### src/rtl/syn_fgyrus_butterfly.sv
// Radix-2 DIT butterfly for the Fgyrus FFT engine.
// Accepts (A, B, W) at most every other cycle and emits A+B*W then A-B*W
// as two consecutive complex words on one output port.
// Pipeline: input regs -> scaled product regs -> result/output regs.
module syn_fgyrus_butterfly #(
   parameter int SAMPLE_W = 32,
   parameter int TWDL_W   = 10
) (
   input  logic                clk,
   input  logic                rst,
   input  logic [SAMPLE_W-1:0] sample_a_real,
   input  logic [SAMPLE_W-1:0] sample_a_im,
   input  logic [SAMPLE_W-1:0] sample_b_real,
   input  logic [SAMPLE_W-1:0] sample_b_im,
   input  logic [TWDL_W-1:0]   twdl_real,
   input  logic [TWDL_W-1:0]   twdl_im,
   input  logic                samples_rdy,
   output logic [SAMPLE_W-1:0] data_real,
   output logic [SAMPLE_W-1:0] data_im,
   output logic                data_rdy
);

   // Full-precision product width and twiddle fraction bits.
   localparam int PW = SAMPLE_W + TWDL_W + 1;
   localparam int SH = TWDL_W - 2;

   logic                in_vld;
   logic [SAMPLE_W-1:0] a_real_q, a_im_q, b_real_q, b_im_q;
   logic [TWDL_W-1:0]   w_real_q, w_im_q;

   logic                prod_vld;
   logic [SAMPLE_W-1:0] a_real_p, a_im_p, p_real_q, p_im_q;

   logic [SAMPLE_W-1:0] y_real_q, y_im_q;
   logic                y_pend;

   logic                accept;
   logic signed [PW-1:0] br_x, bi_x, wr_x, wi_x;
   logic signed [PW-1:0] pr_full, pi_full;
   logic [SAMPLE_W-1:0]  x_real, x_im, y_real, y_im;
   logic                 unused_prod_bits;

   // An accept on the previous edge blocks this one: one pair per 2 cycles.
   assign accept = samples_rdy & ~in_vld;

   // Input stage: capture the operands on accept.
   always_ff @(posedge clk) begin
      if (rst) begin
         in_vld <= 1'b0;
      end else begin
         in_vld <= accept;
         if (accept) begin
            a_real_q <= sample_a_real;
            a_im_q   <= sample_a_im;
            b_real_q <= sample_b_real;
            b_im_q   <= sample_b_im;
            w_real_q <= twdl_real;
            w_im_q   <= twdl_im;
         end
      end
   end

   assign br_x = {{(PW-SAMPLE_W){b_real_q[SAMPLE_W-1]}}, b_real_q};
   assign bi_x = {{(PW-SAMPLE_W){b_im_q[SAMPLE_W-1]}}, b_im_q};
   assign wr_x = {{(PW-TWDL_W){w_real_q[TWDL_W-1]}}, w_real_q};
   assign wi_x = {{(PW-TWDL_W){w_im_q[TWDL_W-1]}}, w_im_q};

   // True products fit in PW bits, so the PW-wide multiply is exact.
   assign pr_full = br_x * wr_x - bi_x * wi_x;
   assign pi_full = br_x * wi_x + bi_x * wr_x;

   // Fraction bits and bits above the kept window are intentionally dropped;
   // selecting [SH +: SAMPLE_W] equals an arithmetic shift then truncation.
   assign unused_prod_bits = ^{pr_full[PW-1:SH+SAMPLE_W], pr_full[SH-1:0],
                               pi_full[PW-1:SH+SAMPLE_W], pi_full[SH-1:0]};

   // Product stage: register the scaled product alongside A.
   always_ff @(posedge clk) begin
      if (rst) begin
         prod_vld <= 1'b0;
      end else begin
         prod_vld <= in_vld;
         if (in_vld) begin
            a_real_p <= a_real_q;
            a_im_p   <= a_im_q;
            p_real_q <= pr_full[SH +: SAMPLE_W];
            p_im_q   <= pi_full[SH +: SAMPLE_W];
         end
      end
   end

   // Sum and difference wrap modulo 2^SAMPLE_W.
   assign x_real = a_real_p + p_real_q;
   assign x_im   = a_im_p + p_im_q;
   assign y_real = a_real_p - p_real_q;
   assign y_im   = a_im_p - p_im_q;

   // Result stage: drive X immediately, park Y for the following cycle.
   always_ff @(posedge clk) begin
      if (rst) begin
         data_rdy  <= 1'b0;
         data_real <= '0;
         data_im   <= '0;
         y_pend    <= 1'b0;
      end else if (prod_vld) begin
         data_rdy  <= 1'b1;
         data_real <= x_real;
         data_im   <= x_im;
         y_real_q  <= y_real;
         y_im_q    <= y_im;
         y_pend    <= 1'b1;
      end else if (y_pend) begin
         data_rdy  <= 1'b1;
         data_real <= y_real_q;
         data_im   <= y_im_q;
         y_pend    <= 1'b0;
      end else begin
         data_rdy  <= 1'b0;
      end
   end

endmodule

### config.mk
export PLATFORM = sky130hd
export DESIGN_NAME = syn_fgyrus_butterfly
export DESIGN_NICKNAME = d
export VERILOG_FILES = /design/src/rtl/syn_fgyrus_butterfly.sv
export SDC_FILE = /design/constraint.sdc
export NUM_CORES = 2
export LEC_CHECK = 0
export ABC_AREA = 0
export CAP_MARGIN = 40
export CORE_MARGIN = 2
export CORE_UTILIZATION = 50
export DETAILED_ROUTE_END_ITERATION = 10
export PLACE_DENSITY_LB_ADDON = 0.08
export REMOVE_ABC_BUFFERS = 1
export SETUP_SLACK_MARGIN = 0.4
export SYNTH_ARGS = -nofsm -noshare
export SYNTH_HDL_FRONTEND = slang
export SYNTH_SLANG_ARGS = --single-unit
### constraint.sdc
create_clock -name clk -period 19.9 [get_ports clk]
set_clock_uncertainty 0.1 [all_clocks]
set_input_delay 5.97 -clock clk [delete_from_list [all_inputs] [get_ports clk]]
set_output_delay 5.97 -clock clk [all_outputs]
set_load 0.005 [all_outputs]
Yosys cells after proc, flatten, opt, wreduce, memory -nomap -nowiden. Cells that the tools add are included.

Register bits: 408. Output and inout port bits: 65.

$add $sub $neg: 6. Multiply operators: 4. Multiplexer cells: 7. Bitwise operators: 3. Reductions and logical operators: 4.

Operator list (count): $mul A32 B10 Y40 (4); $mux W32 (4); $add A32 B32 Y32 (2); $sub A32 B32 Y32 (2); $add A40 B40 Y40 (1); $sub A40 B40 Y40 (1); $reduce_and A2 Y1 (3); $mux W1 (3); $not A1 Y1 (2); $reduce_bool A2 Y1 (1); $and A1 B1 Y1 (1).

Logic depth before layout (Yosys ltp).
Depth after elaboration: 3. Mapped depth: 29. Depth with buffers taken out: 27.

Worst setup path before layout. Ideal clock, no wire load.

Path type: input to register. Start point: input rst. End point: register a_im_q[0], enable pin. Library setup time: 0.867 ns. Arrival time: 17.113 ns. Slack: 1.819 ns. Cell stages on the path: 3. Buffers on the path: 2. Path through: clkbuf_1 > buf_1 > nor3b_1.

Cells in the longest elaborated chain, start to end: 2.

RTL lines: start: declaration (line 10) `input logic rst,`; $not A1 Y1 (no source line); $reduce_and A2 Y1 (no source line); end signal: assignment (line 54) `a_im_q <= sample_a_im;`; end: declaration (line 28) `logic [SAMPLE_W-1:0] a_real_q, a_im_q, b_real_q, b_im_q;`.

No other way between the ends. A chain may end at the register's enable or synchronous reset.

Worst setup path after layout.
Start point: register w_real_q[6]. End point: register p_real_q[30], data pin.

Cells in the longest elaborated chain, start to end: 2.

RTL lines: start: declaration (line 29) `logic [TWDL_W-1:0] w_real_q, w_im_q;`; start signal: assignment (line 57) `w_real_q <= twdl_real;`; $mul A32 B10 Y40 (line 69) `assign pr_full = br_x * wr_x - bi_x * wi_x;`; $sub A40 B40 Y40 (line 69); via pr_full[38] (line 39) `logic signed [PW-1:0] pr_full, pi_full;`; end signal: assignment (line 86) `p_real_q <= pr_full[SH +: SAMPLE_W];`; end: declaration (line 32) `logic [SAMPLE_W-1:0] a_real_p, a_im_p, p_real_q, p_im_q;`.

The timed path passes the listed nets, and every way through them passes these cells.

==> run metrics <==
Core Region 120000 um^2; endpoints failing hold 0; FF/Latch Area 11600 um^2; Max Cap Viol 0; Largest stage delay, worst path 730 ps; Buffers on Ports 215; post-synthesis sequential area ratio 0.191; worst hold margin 285 ps; crit-path max FO 57; share of cells above drive strength 1 0.0353; Layout Nets 7975; gp weighted congestion 0.893; status complete, no violations; R2R Setup Slk 11510 ps; initial DRC count 2278; Pre-antenna DRT Iters 6; DRC violations left 0; Slew HR 0.366; combined area of the multi-input logic cells 42400 um^2; Min-Delay Path Class register to register; Num CTS Buffers 49; CP Class register to register; FILL cells 10900; GRT Util Overall 0.264; clock tree buffer depth 3; post-CTS setup buffer count 0; Synth area leader fa_1; synth warn 0; P&R area growth vs syn 9.49%; Synth top area share 0.389; synthesized cell area 60700 um^2; post-synthesis cell type count 80; async set-or-reset flop fraction in the synthesized netlist 0; fin. max-slew vios 0; Cells after Synth 6217; Ports 216; cell mode on critical path fa_1; die width 352 um; Clock Sinks 408; row count 127; number of global-route vias before repair 44800; RSZ-0062 raised after global routing false; most frequent cell after synthesis inv_1; CP Data Required Time 20200 ps; setup TNS 0 ps; H-tree level count 2; crit path time final 8390 ps; Reg clk slew, reported paths 60 ps; first-pass GRT wire length 255000 um; die height 352 um; Synth area leaders fa_1, edfxtp_1, inv_1; Setup crit end kind register; drt via density 5.19; Least-Margin Pin Slew 951 ps; Commonest cells post-synth inv_1, fa_1, nand2_1, and2_1, ha_1; largest net degree at the start of global routing 66; Synth Register Bits 408; Arrival @ worst endpoint 8700 ps; CTS root buffer clkbuf_16; DR WL/cell 20.0 um; sequence of cells on the critical path buf_4 > nand2_1 > fa_1 > fa_1 > fa_1 > inv_1 > fa_1 > inv_1 > fa_1 > inv_1 > fa_1 > fa_1 > ha_1 > o21a_1 > nor2_1 > a2111oi_2 > a2111oi_2 > nor4_1 > or2_1 > a21oi_1 > o221ai_1 > a21oi_1 > xnor2_1; die area 124000 um^2; EDFF count, synth 340; period utilisation layout 0.422; Final ANT Viol Nets 0; post-cts sizing count 0; Worst Setup Start Kind register; Max Clk Rate 119 MHz; CTS tree built; Post-CTS Hold Buffers 0; Skew-Pair Late Insertion Delay 660 ps; overflow left after global routing 0; DR vias 41000; final wirelength 158000 um; Mapped Avg Cell Area 9.76 um^2; ys flop type edfxtp_1; DP Wirelength 121000 um; initial antenna violation count 2; Finish-stage setup viols 0; Initial Util 0.505; Critical-path top delay cell buf_4
[kinds of logic (layout without fill, tap and decap cells)]
kind of cell / count (synthesis) / in the layout / synth area share
mux: 21 / 21 / 0.00346
flops: 408 / 408 / 0.191
other cells: 0 / 3 / 0
simple gates: 1712 / 1712 / 0.137
buf+inv: 1780 / 1852 / 0.110
xor+xnor: 211 / 211 / 0.0305
compound gates: 509 / 509 / 0.0567
fa+ha+maj: 1576 / 1576 / 0.471
[worst paths after layout]
path | from | end | cells after the start
min reg2reg | a_im_q[1] | a_im_p[1] | 0
min | a_im_q[1] | a_im_p[1] | 0
max reg2reg | w_real_q[6] | p_real_q[30] | 23
max | w_real_q[6] | p_real_q[30] | 23
[critical path, delay by kind of cell (launching register included)]
family,cells,cell delay [ps]
AND/OR/NAND/NOR,4,1080
adder cells (fa/ha/maj),8,3800
XOR/XNOR,1,130
buffers and inverters,4,880
AO/OA/AOI/OAI,6,1510
flip-flops,1,580
[metrics by stage]
stage	setup WS (ps)	util	cell area (um^2)	instances
6_report	11510	0.553	66400	7904
5_1_grt	11000	0.553	66400	7901
4_1_cts	11390	0.553	66400	7900
3_5_place_dp	11330	0.538	64700	7808
3_3_place_gp	11200	0.534	64200	7789
2_1_floorplan	2330	-	59400	5877
[cell type report]
| cell class | count | share of cell area |
|---|---|---|
| multi-input cells | 4029 | 0.638 |
| flip-flops and latches | 408 | 0.174 |
| repair buffers | 320 | 0.0488 |
| inverters | 1440 | 0.0814 |
| well taps | 1612 | 0.0304 |
| clock inverters | 31 | 0.00712 |
| clock buffers | 61 | 0.0194 |
| diodes | 3 | 0.000113 |
[cell usage in the layout (no fill, tap or decap), drive strengths merged, types with 61 or more instances in the layout]
master | Yosys | final
a211oi | 101 | 101
a21oi | 141 | 141
and2 | 472 | 472
buf | 12 | 106
clkbuf | 328 | 61
clkdlybuf4s50 | 0 | 214
dfxtp | 68 | 68
edfxtp | 340 | 340
fa | 1180 | 1180
ha | 396 | 396
inv | 1439 | 1445
nand2 | 743 | 743
nand2b | 74 | 74
nor2 | 206 | 206
nor2b | 115 | 115
o21ai | 77 | 77
xnor2 | 170 | 170
[routing by layer]
metal	vias to the layer above	GRT usage	part of all wire
li1	18600	-	-
met1	21000	0.378	0.46
met2	1198	0.422	0.45
met3	179	0.0473	0.067
met4	2	0.0547	0.021
met5	-	0	0.00013
Power is left out: the tool's default activity adds up to more than one toggle a clock period on the data nets, which glitch-free logic cannot reach.
